$ cat config.mk
export PLATFORM = sky130hd
export DESIGN_NAME = bp_fe_instr_gen
export DESIGN_NICKNAME = d
export VERILOG_FILES = /design/src/rtl/bp_fe_instr_gen.sv
export SDC_FILE = /design/constraint.sdc
export NUM_CORES = 1
export LEC_CHECK = 0
export CAP_MARGIN = 20
export CORE_MARGIN = 2
export CORE_UTILIZATION = 57
export DETAILED_ROUTE_END_ITERATION = 8
export DONT_BUFFER_PORTS = 1
export PLACE_DENSITY = 0.75
export SYNTH_ARGS = -nofsm -noshare
export SYNTH_HDL_FRONTEND = slang
export SYNTH_SLANG_ARGS = --single-unit
$ cat constraint.sdc
create_clock -name clk_i -period 3.35 [get_ports clk_i]
set_input_delay 0.335 -clock clk_i [delete_from_list [all_inputs] [get_ports clk_i]]
set_output_delay 0.335 -clock clk_i [all_outputs]
set_load 0.02 [all_outputs]
$ cat src/rtl/bp_fe_instr_gen.sv
// bp_fe_instr_gen
// Control-flow instruction encoder for the front end (inverse of the FE scan
// decoder). A scan-class command (branch / jalr / jal / default) with a
// sign-extended byte offset and register fields is packed into a 32-bit RV64
// instruction word and queued in a 2-entry FIFO. Immediates that cannot be
// encoded (out of range or misaligned) are replaced by a NOP flagged with
// err_o, and counted in a saturating error counter.
//
// Ports:
//   clk_i, reset_i        : clock, asynchronous active-high reset
//   v_i / ready_o         : command handshake (accept on v_i & ready_o)
//   class_i               : scan class (branch=0, jalr=1, jal=2, default=3)
//   imm_i                 : sign-extended byte offset
//   rs1_i, rs2_i, rd_i    : register fields
//   funct3_i              : branch condition (encoded verbatim)
//   v_o / yumi_i          : FIFO head valid / consumer takes head
//   instr_o, err_o        : head instruction and its encode-error flag
//   err_cnt_o             : saturating count of encode errors
module bp_fe_instr_gen #(
    parameter int instr_width_p   = 32,
    parameter int imm_width_p     = 64,
    parameter int err_cnt_width_p = 8
) (
    input  logic                       clk_i,
    input  logic                       reset_i,
    input  logic                       v_i,
    output logic                       ready_o,
    input  logic [1:0]                 class_i,
    input  logic [imm_width_p-1:0]     imm_i,
    input  logic [4:0]                 rs1_i,
    input  logic [4:0]                 rs2_i,
    input  logic [4:0]                 rd_i,
    input  logic [2:0]                 funct3_i,
    output logic                       v_o,
    output logic [instr_width_p-1:0]   instr_o,
    output logic                       err_o,
    input  logic                       yumi_i,
    output logic [err_cnt_width_p-1:0] err_cnt_o
);

    localparam logic [1:0] e_rvi_branch = 2'd0;
    localparam logic [1:0] e_rvi_jalr   = 2'd1;
    localparam logic [1:0] e_rvi_jal    = 2'd2;
    localparam logic [1:0] e_default    = 2'd3;

    localparam logic [instr_width_p-1:0] nop_instr = 32'h0000_0013;
    localparam logic [6:0] op_branch = 7'b1100011;
    localparam logic [6:0] op_jalr   = 7'b1100111;
    localparam logic [6:0] op_jal    = 7'b1101111;

    localparam logic [err_cnt_width_p-1:0] err_cnt_max = {err_cnt_width_p{1'b1}};
    localparam logic [err_cnt_width_p-1:0] err_cnt_one = {{(err_cnt_width_p-1){1'b0}}, 1'b1};

    // True when imm is representable as an nbits-wide two's complement value:
    // everything from bit nbits-1 upward must be a copy of the sign.
    function automatic logic fits_signed(input logic [imm_width_p-1:0] imm, input int nbits);
        logic signed [imm_width_p-1:0] upper;
        upper = $signed(imm) >>> (nbits - 1);
        return (upper == {imm_width_p{1'b0}}) || (upper == {imm_width_p{1'b1}});
    endfunction

    logic [instr_width_p-1:0]   enc_instr_s;
    logic                       enc_err_s;

    logic [instr_width_p-1:0]   mem_instr_r [0:1];
    logic                       mem_err_r   [0:1];
    logic [instr_width_p-1:0]   mem_instr_n_s [0:1];
    logic                       mem_err_n_s   [0:1];
    logic                       wr_ptr_r, rd_ptr_r, wr_ptr_n_s, rd_ptr_n_s;
    logic [1:0]                 count_r, count_n_s;
    logic                       ready_r, v_r, err_r;
    logic [instr_width_p-1:0]   instr_r;
    logic [err_cnt_width_p-1:0] err_cnt_r, err_cnt_n_s;
    logic                       enq_s, deq_s;

    // Encode the incoming command; unencodable immediates become a flagged NOP.
    always_comb begin
        enc_instr_s = nop_instr;
        enc_err_s   = 1'b0;
        case (class_i)
            e_rvi_branch: begin
                // 13-bit signed offset, halfword aligned (bit 0 is implicit).
                if (fits_signed(imm_i, 13) && (imm_i[0] == 1'b0)) begin
                    enc_instr_s = {imm_i[12], imm_i[10:5], rs2_i, rs1_i, funct3_i,
                                   imm_i[4:1], imm_i[11], op_branch};
                end else begin
                    enc_err_s = 1'b1;
                end
            end
            e_rvi_jalr: begin
                // jalr adds a full 12-bit signed offset; any parity is legal.
                if (fits_signed(imm_i, 12)) begin
                    enc_instr_s = {imm_i[11:0], rs1_i, 3'b000, rd_i, op_jalr};
                end else begin
                    enc_err_s = 1'b1;
                end
            end
            e_rvi_jal: begin
                if (fits_signed(imm_i, 21) && (imm_i[0] == 1'b0)) begin
                    enc_instr_s = {imm_i[20], imm_i[10:1], imm_i[11], imm_i[19:12],
                                   rd_i, op_jal};
                end else begin
                    enc_err_s = 1'b1;
                end
            end
            e_default: begin
                enc_instr_s = nop_instr;
                enc_err_s   = 1'b0;
            end
            default: begin
                enc_instr_s = nop_instr;
                enc_err_s   = 1'b0;
            end
        endcase
    end

    // FIFO next-state: storage, pointers, count, head view and error counter.
    always_comb begin
        enq_s         = v_i & ready_r;
        // v_r mirrors count != 0, so a stray yumi on an empty FIFO is ignored.
        deq_s         = yumi_i & v_r;
        mem_instr_n_s = mem_instr_r;
        mem_err_n_s   = mem_err_r;
        count_n_s     = count_r;
        err_cnt_n_s   = err_cnt_r;

        if (enq_s) begin
            mem_instr_n_s[wr_ptr_r] = enc_instr_s;
            mem_err_n_s[wr_ptr_r]   = enc_err_s;
        end else begin
            mem_instr_n_s = mem_instr_r;
            mem_err_n_s   = mem_err_r;
        end

        // Single-bit pointers wrap from 1 back to 0 naturally.
        wr_ptr_n_s = wr_ptr_r ^ enq_s;
        rd_ptr_n_s = rd_ptr_r ^ deq_s;

        case ({enq_s, deq_s})
            2'b10:   count_n_s = count_r + 2'd1;
            2'b01:   count_n_s = count_r - 2'd1;
            default: count_n_s = count_r;
        endcase

        if (enq_s && enc_err_s && (err_cnt_r != err_cnt_max)) begin
            err_cnt_n_s = err_cnt_r + err_cnt_one;
        end else begin
            err_cnt_n_s = err_cnt_r;
        end
    end

    // State and registered outputs; the head is pre-selected from next state
    // so instr_o/err_o come straight from flops.
    always_ff @(posedge clk_i or posedge reset_i) begin
        if (reset_i) begin
            mem_instr_r[0] <= nop_instr;
            mem_instr_r[1] <= nop_instr;
            mem_err_r[0]   <= 1'b0;
            mem_err_r[1]   <= 1'b0;
            wr_ptr_r       <= 1'b0;
            rd_ptr_r       <= 1'b0;
            count_r        <= 2'd0;
            ready_r        <= 1'b0;
            v_r            <= 1'b0;
            instr_r        <= nop_instr;
            err_r          <= 1'b0;
            err_cnt_r      <= {err_cnt_width_p{1'b0}};
        end else begin
            mem_instr_r <= mem_instr_n_s;
            mem_err_r   <= mem_err_n_s;
            wr_ptr_r    <= wr_ptr_n_s;
            rd_ptr_r    <= rd_ptr_n_s;
            count_r     <= count_n_s;
            ready_r     <= (count_n_s != 2'd2);
            v_r         <= (count_n_s != 2'd0);
            instr_r     <= mem_instr_n_s[rd_ptr_n_s];
            err_r       <= mem_err_n_s[rd_ptr_n_s];
            err_cnt_r   <= err_cnt_n_s;
        end
    end

    assign ready_o   = ready_r;
    assign v_o       = v_r;
    assign instr_o   = instr_r;
    assign err_o     = err_r;
    assign err_cnt_o = err_cnt_r;

endmodule

==> results.tsv <==
stage	metric	value	unit
route	vias per inst	6.31	
floorplanning	# rows	34	
grt	vias in the first global route	4391	
yosys	asr flop ratio synth	100	%
job	max cap viols	0	
grt	GR Overflow Total	0	
clock_network	TritonCTS clock tree	yes	
route	antenna-violating nets left	0	
critical_path	critical path class	reg -> reg	
clock_network	Clock Path Buffers	2	
clock_network	Clock Root Buffer	clkbuf_8	
yosys	Seq/Total Area, Yosys	54.3	%
sta	final setup vio count	0	
yosys	syn nets	659	
clock_network	post-CTS sizing	0	
sta	Min Clock Period, post-route	2.68	ns
placement	IO buf count	0	
sta	Final Max Tran Viols	0	
pwr	Tot Pwr	5.10	mW
layout	cell area after layout	0.00600	mm^2
yosys	Mapped Cells	569	
clock_network	number of setup buffers added after CTS	0	
layout	final non-filler cell total	692	
sta	final hold vios	0	
floorplanning	Die ar.	0.00995	mm^2
route	1st-iter DRT viols	341	
placement	post-DP HPWL	8920	um
layout	Area Overhead vs Synth	14.7	%
critical_path	worst-path fanout max	31	
route	Wirelength per Cell	19.1	um
route	via count	4365	
critical_path	Setup crit end kind	register	
sta	setup TNS	0	ns
placement	gpl congestion	0.939	
route	First-pass DRT Iterations	6	
sta	RSZ-0062 raised after global routing	false	
grt	first-pass GRT wire length	21400	um
floorplanning	IO Count	131	
hold_path	Min-Delay Path Class	in -> reg	
floorplanning	initial core utilization	59.4	%
route	# DRC	0	
layout	share of layout cells above drive strength 1	11.0	%
clock_network	# clock sinks	113	
yosys	synth warn	0	
yosys	Most used DFF post-synth	dfrtp_1	
yosys	post-synthesis cell area	0.00523	mm^2
yosys	register bit total from synthesis	113	
sta	period utilization	80.0	%
clock_network	clk_lat worst skew	0.52	ns
clock_network	H-Tree Level Count	4	
critical_path	CP required	3.74	ns
floorplanning	die extent in y	99.8	um
yosys	Avg Cell Area, Syn	9.19	um^2
clock_network	CTS Buf Count	17	
route	WL final	13200	um
floorplanning	Core Area	0.00881	mm^2
sta	worst-margin pin slew	0.978	ns
grt	largest net degree at the start of global routing	58	
placement	placed instance area	0.00533	mm^2
layout	antenna diode count	0	
placement	cell total after placement	655	
pwr	cell area power density	850	mW/mm^2
critical_path	Critical Path AT	3.07	ns
yosys	Netlist cell types	47	
pwr	P_leak	2.63	nW
floorplanning	die width	99.8	um
clock_network	clock transition at the registers of the reported paths	0.06	ns
layout	# nets final	661	
layout	post-layout util	68.1	%
grt	initial antenna violation count	0	
yosys	number of enable flip-flop cells after synthesis	0	
critical_path	Setup crit start kind	register	
pwr	VDD IR max	473	uV
sta	relative max-transition margin	34.8	%
grt	Total GRT Usage	28.1	%
sta	Worst Clk Skew	0.00779	ns
outcome	run status	finished, final reports clean	
sta	FMAX	0.373	GHz
## through the flow
step                      hold WS [ns]  setup slack, ns
after floorplan                  0.429           0.0425
after global placement           0.375            0.765
after detailed placement         0.385            0.698
after CTS                      0.00840            0.664
after global routing            0.0124            0.435
final                           0.0276            0.670
## placed cells by master (no fill, tap or decap), types with 3 or more instances in the layout
cell,netlist,layout
and4_1,4,4
o21ai_0,69,69
nor3_1,8,8
nor4_1,12,12
buf_4,1,9
dlygate4sd3_1,0,5
a31oi_1,3,3
nand2_1,142,142
bufinv_16,0,5
mux2_2,7,7
nand2b_1,7,7
nor2_1,38,38
a21oi_1,19,19
o31ai_1,4,4
o22ai_1,5,5
xor2_1,9,8
nand3_1,9,9
clkbuf_16,0,16
dfstp_2,9,9
a211oi_1,5,5
inv_1,10,9
clkbuf_1,22,5
nand4_1,15,15
and3_1,8,8
a22oi_1,16,16
dfrtp_1,104,104
## layout make-up
| cell class | count | area [um^2] |
|---|---|---|
| Sequential cell | 113 | 2840 |
| Fill cell | 668 | 2810 |
| Multi-Input combinational cell | 414 | 2230 |
| Clock buffer | 22 | 433 |
| Clock inverter | 10 | 184 |
| Timing Repair Buffer | 15 | 138 |
| Tap cell | 108 | 135 |
| Inverter | 10 | 40.0 |
## critical path, stage by stage, from the launching register on
cell and delay, ns:
dfrtp_1 0.45, nand2_1 0.20, xor2_4 0.36, inv_1 0.25
nand2_1 0.16, and2_1 0.78, and3_1 0.29, a21oi_1 0.05
## synth_stat cells (9+ instances only)
master / number / area share [%]
nand2_1: 142 / 10
dfrtp_1: 104 / 50
o21ai_0: 69 / 6.6
nor2_1: 38 / 2.7
clkbuf_1: 22 / 1.6
a21oi_1: 19 / 1.8
a22oi_1: 16 / 2.3
nand4_1: 15 / 1.8
nor4_1: 12 / 1.4
inv_1: 10 / 0.72
dfstp_2: 9 / 4.5
nand3_1: 9 / 0.86
xor2_1: 9 / 1.5
## per-layer routing
metal / part of all wire [%] / routed length (um) / global-route usage [%]
met3: 9.0 / 1190 / 7.45
met1: 40 / 5320 / 35.3
met4: 1.6 / 210 / 9.17
met5: 0 / 0 / 0
met2: 49 / 6520 / 47.5
## where the power goes
| group | total (mW) | internal, mW | switching, mW | leakage (nW) |
|---|---|---|---|---|
| Clock | 1.89 | 1.28 | 0.613 | 0.293 |
| Sequential | 1.95 | 1.61 | 0.338 | 1.48 |
| Combinational | 1.25 | 0.398 | 0.854 | 0.858 |
| Total | 5.10 | 3.29 | 1.81 | 2.63 |
## logic make-up (layout without fill, tap and decap cells)
logic type / Yosys count / count (layout) / synth area share, %
fa+ha+maj: 2 / 2 / 0.479
mux: 8 / 8 / 1.70
compound gates: 139 / 139 / 16.2
simple gates: 254 / 254 / 22.0
flops: 113 / 113 / 54.3
buf+inv: 42 / 57 / 3.42
xor+xnor: 11 / 11 / 1.84
## registers in the layout, summed over array words and instances, names as in the netlist
| register | cells |
|---|---|
| count_r | 2 |
| err_cnt_o | 8 |
| err_o | 1 |
| instr_o | 32 |
| mem_err_r | 2 |
| mem_instr_r | 64 |
| rd_ptr_r | 1 |
| ready_o | 1 |
| v_o | 1 |
| wr_ptr_r | 1 |
## timing repair
| item | in CTS | in global routing |
|---|---|---|
| hold endpoints to repair | 58 | 0 |
| hold buffers | 5 | 0 |
| endpoints found under the setup margin | 0 | 0 |
## worst paths after layout
| check | slack (ns) | startpoint | depth (start not counted) | to |
|---|---|---|---|---|
| max | 0.67 | v_o | 7 | instr_o[25] |
| min | 0.03 | imm_i[10] | 2 | mem_instr_r[30] |
| max reg2reg | 0.67 | v_o | 7 | instr_o[25] |
| min reg2reg | 0.47 | mem_instr_r[35] | 2 | mem_instr_r[35] |
| max in group asynchronous | 2.11 | reset_i | 3 | mem_instr_r[1] |
| min in group asynchronous | 0.42 | reset_i | 2 | mem_instr_r[53] |
Power figures use the tool's default switching activity.
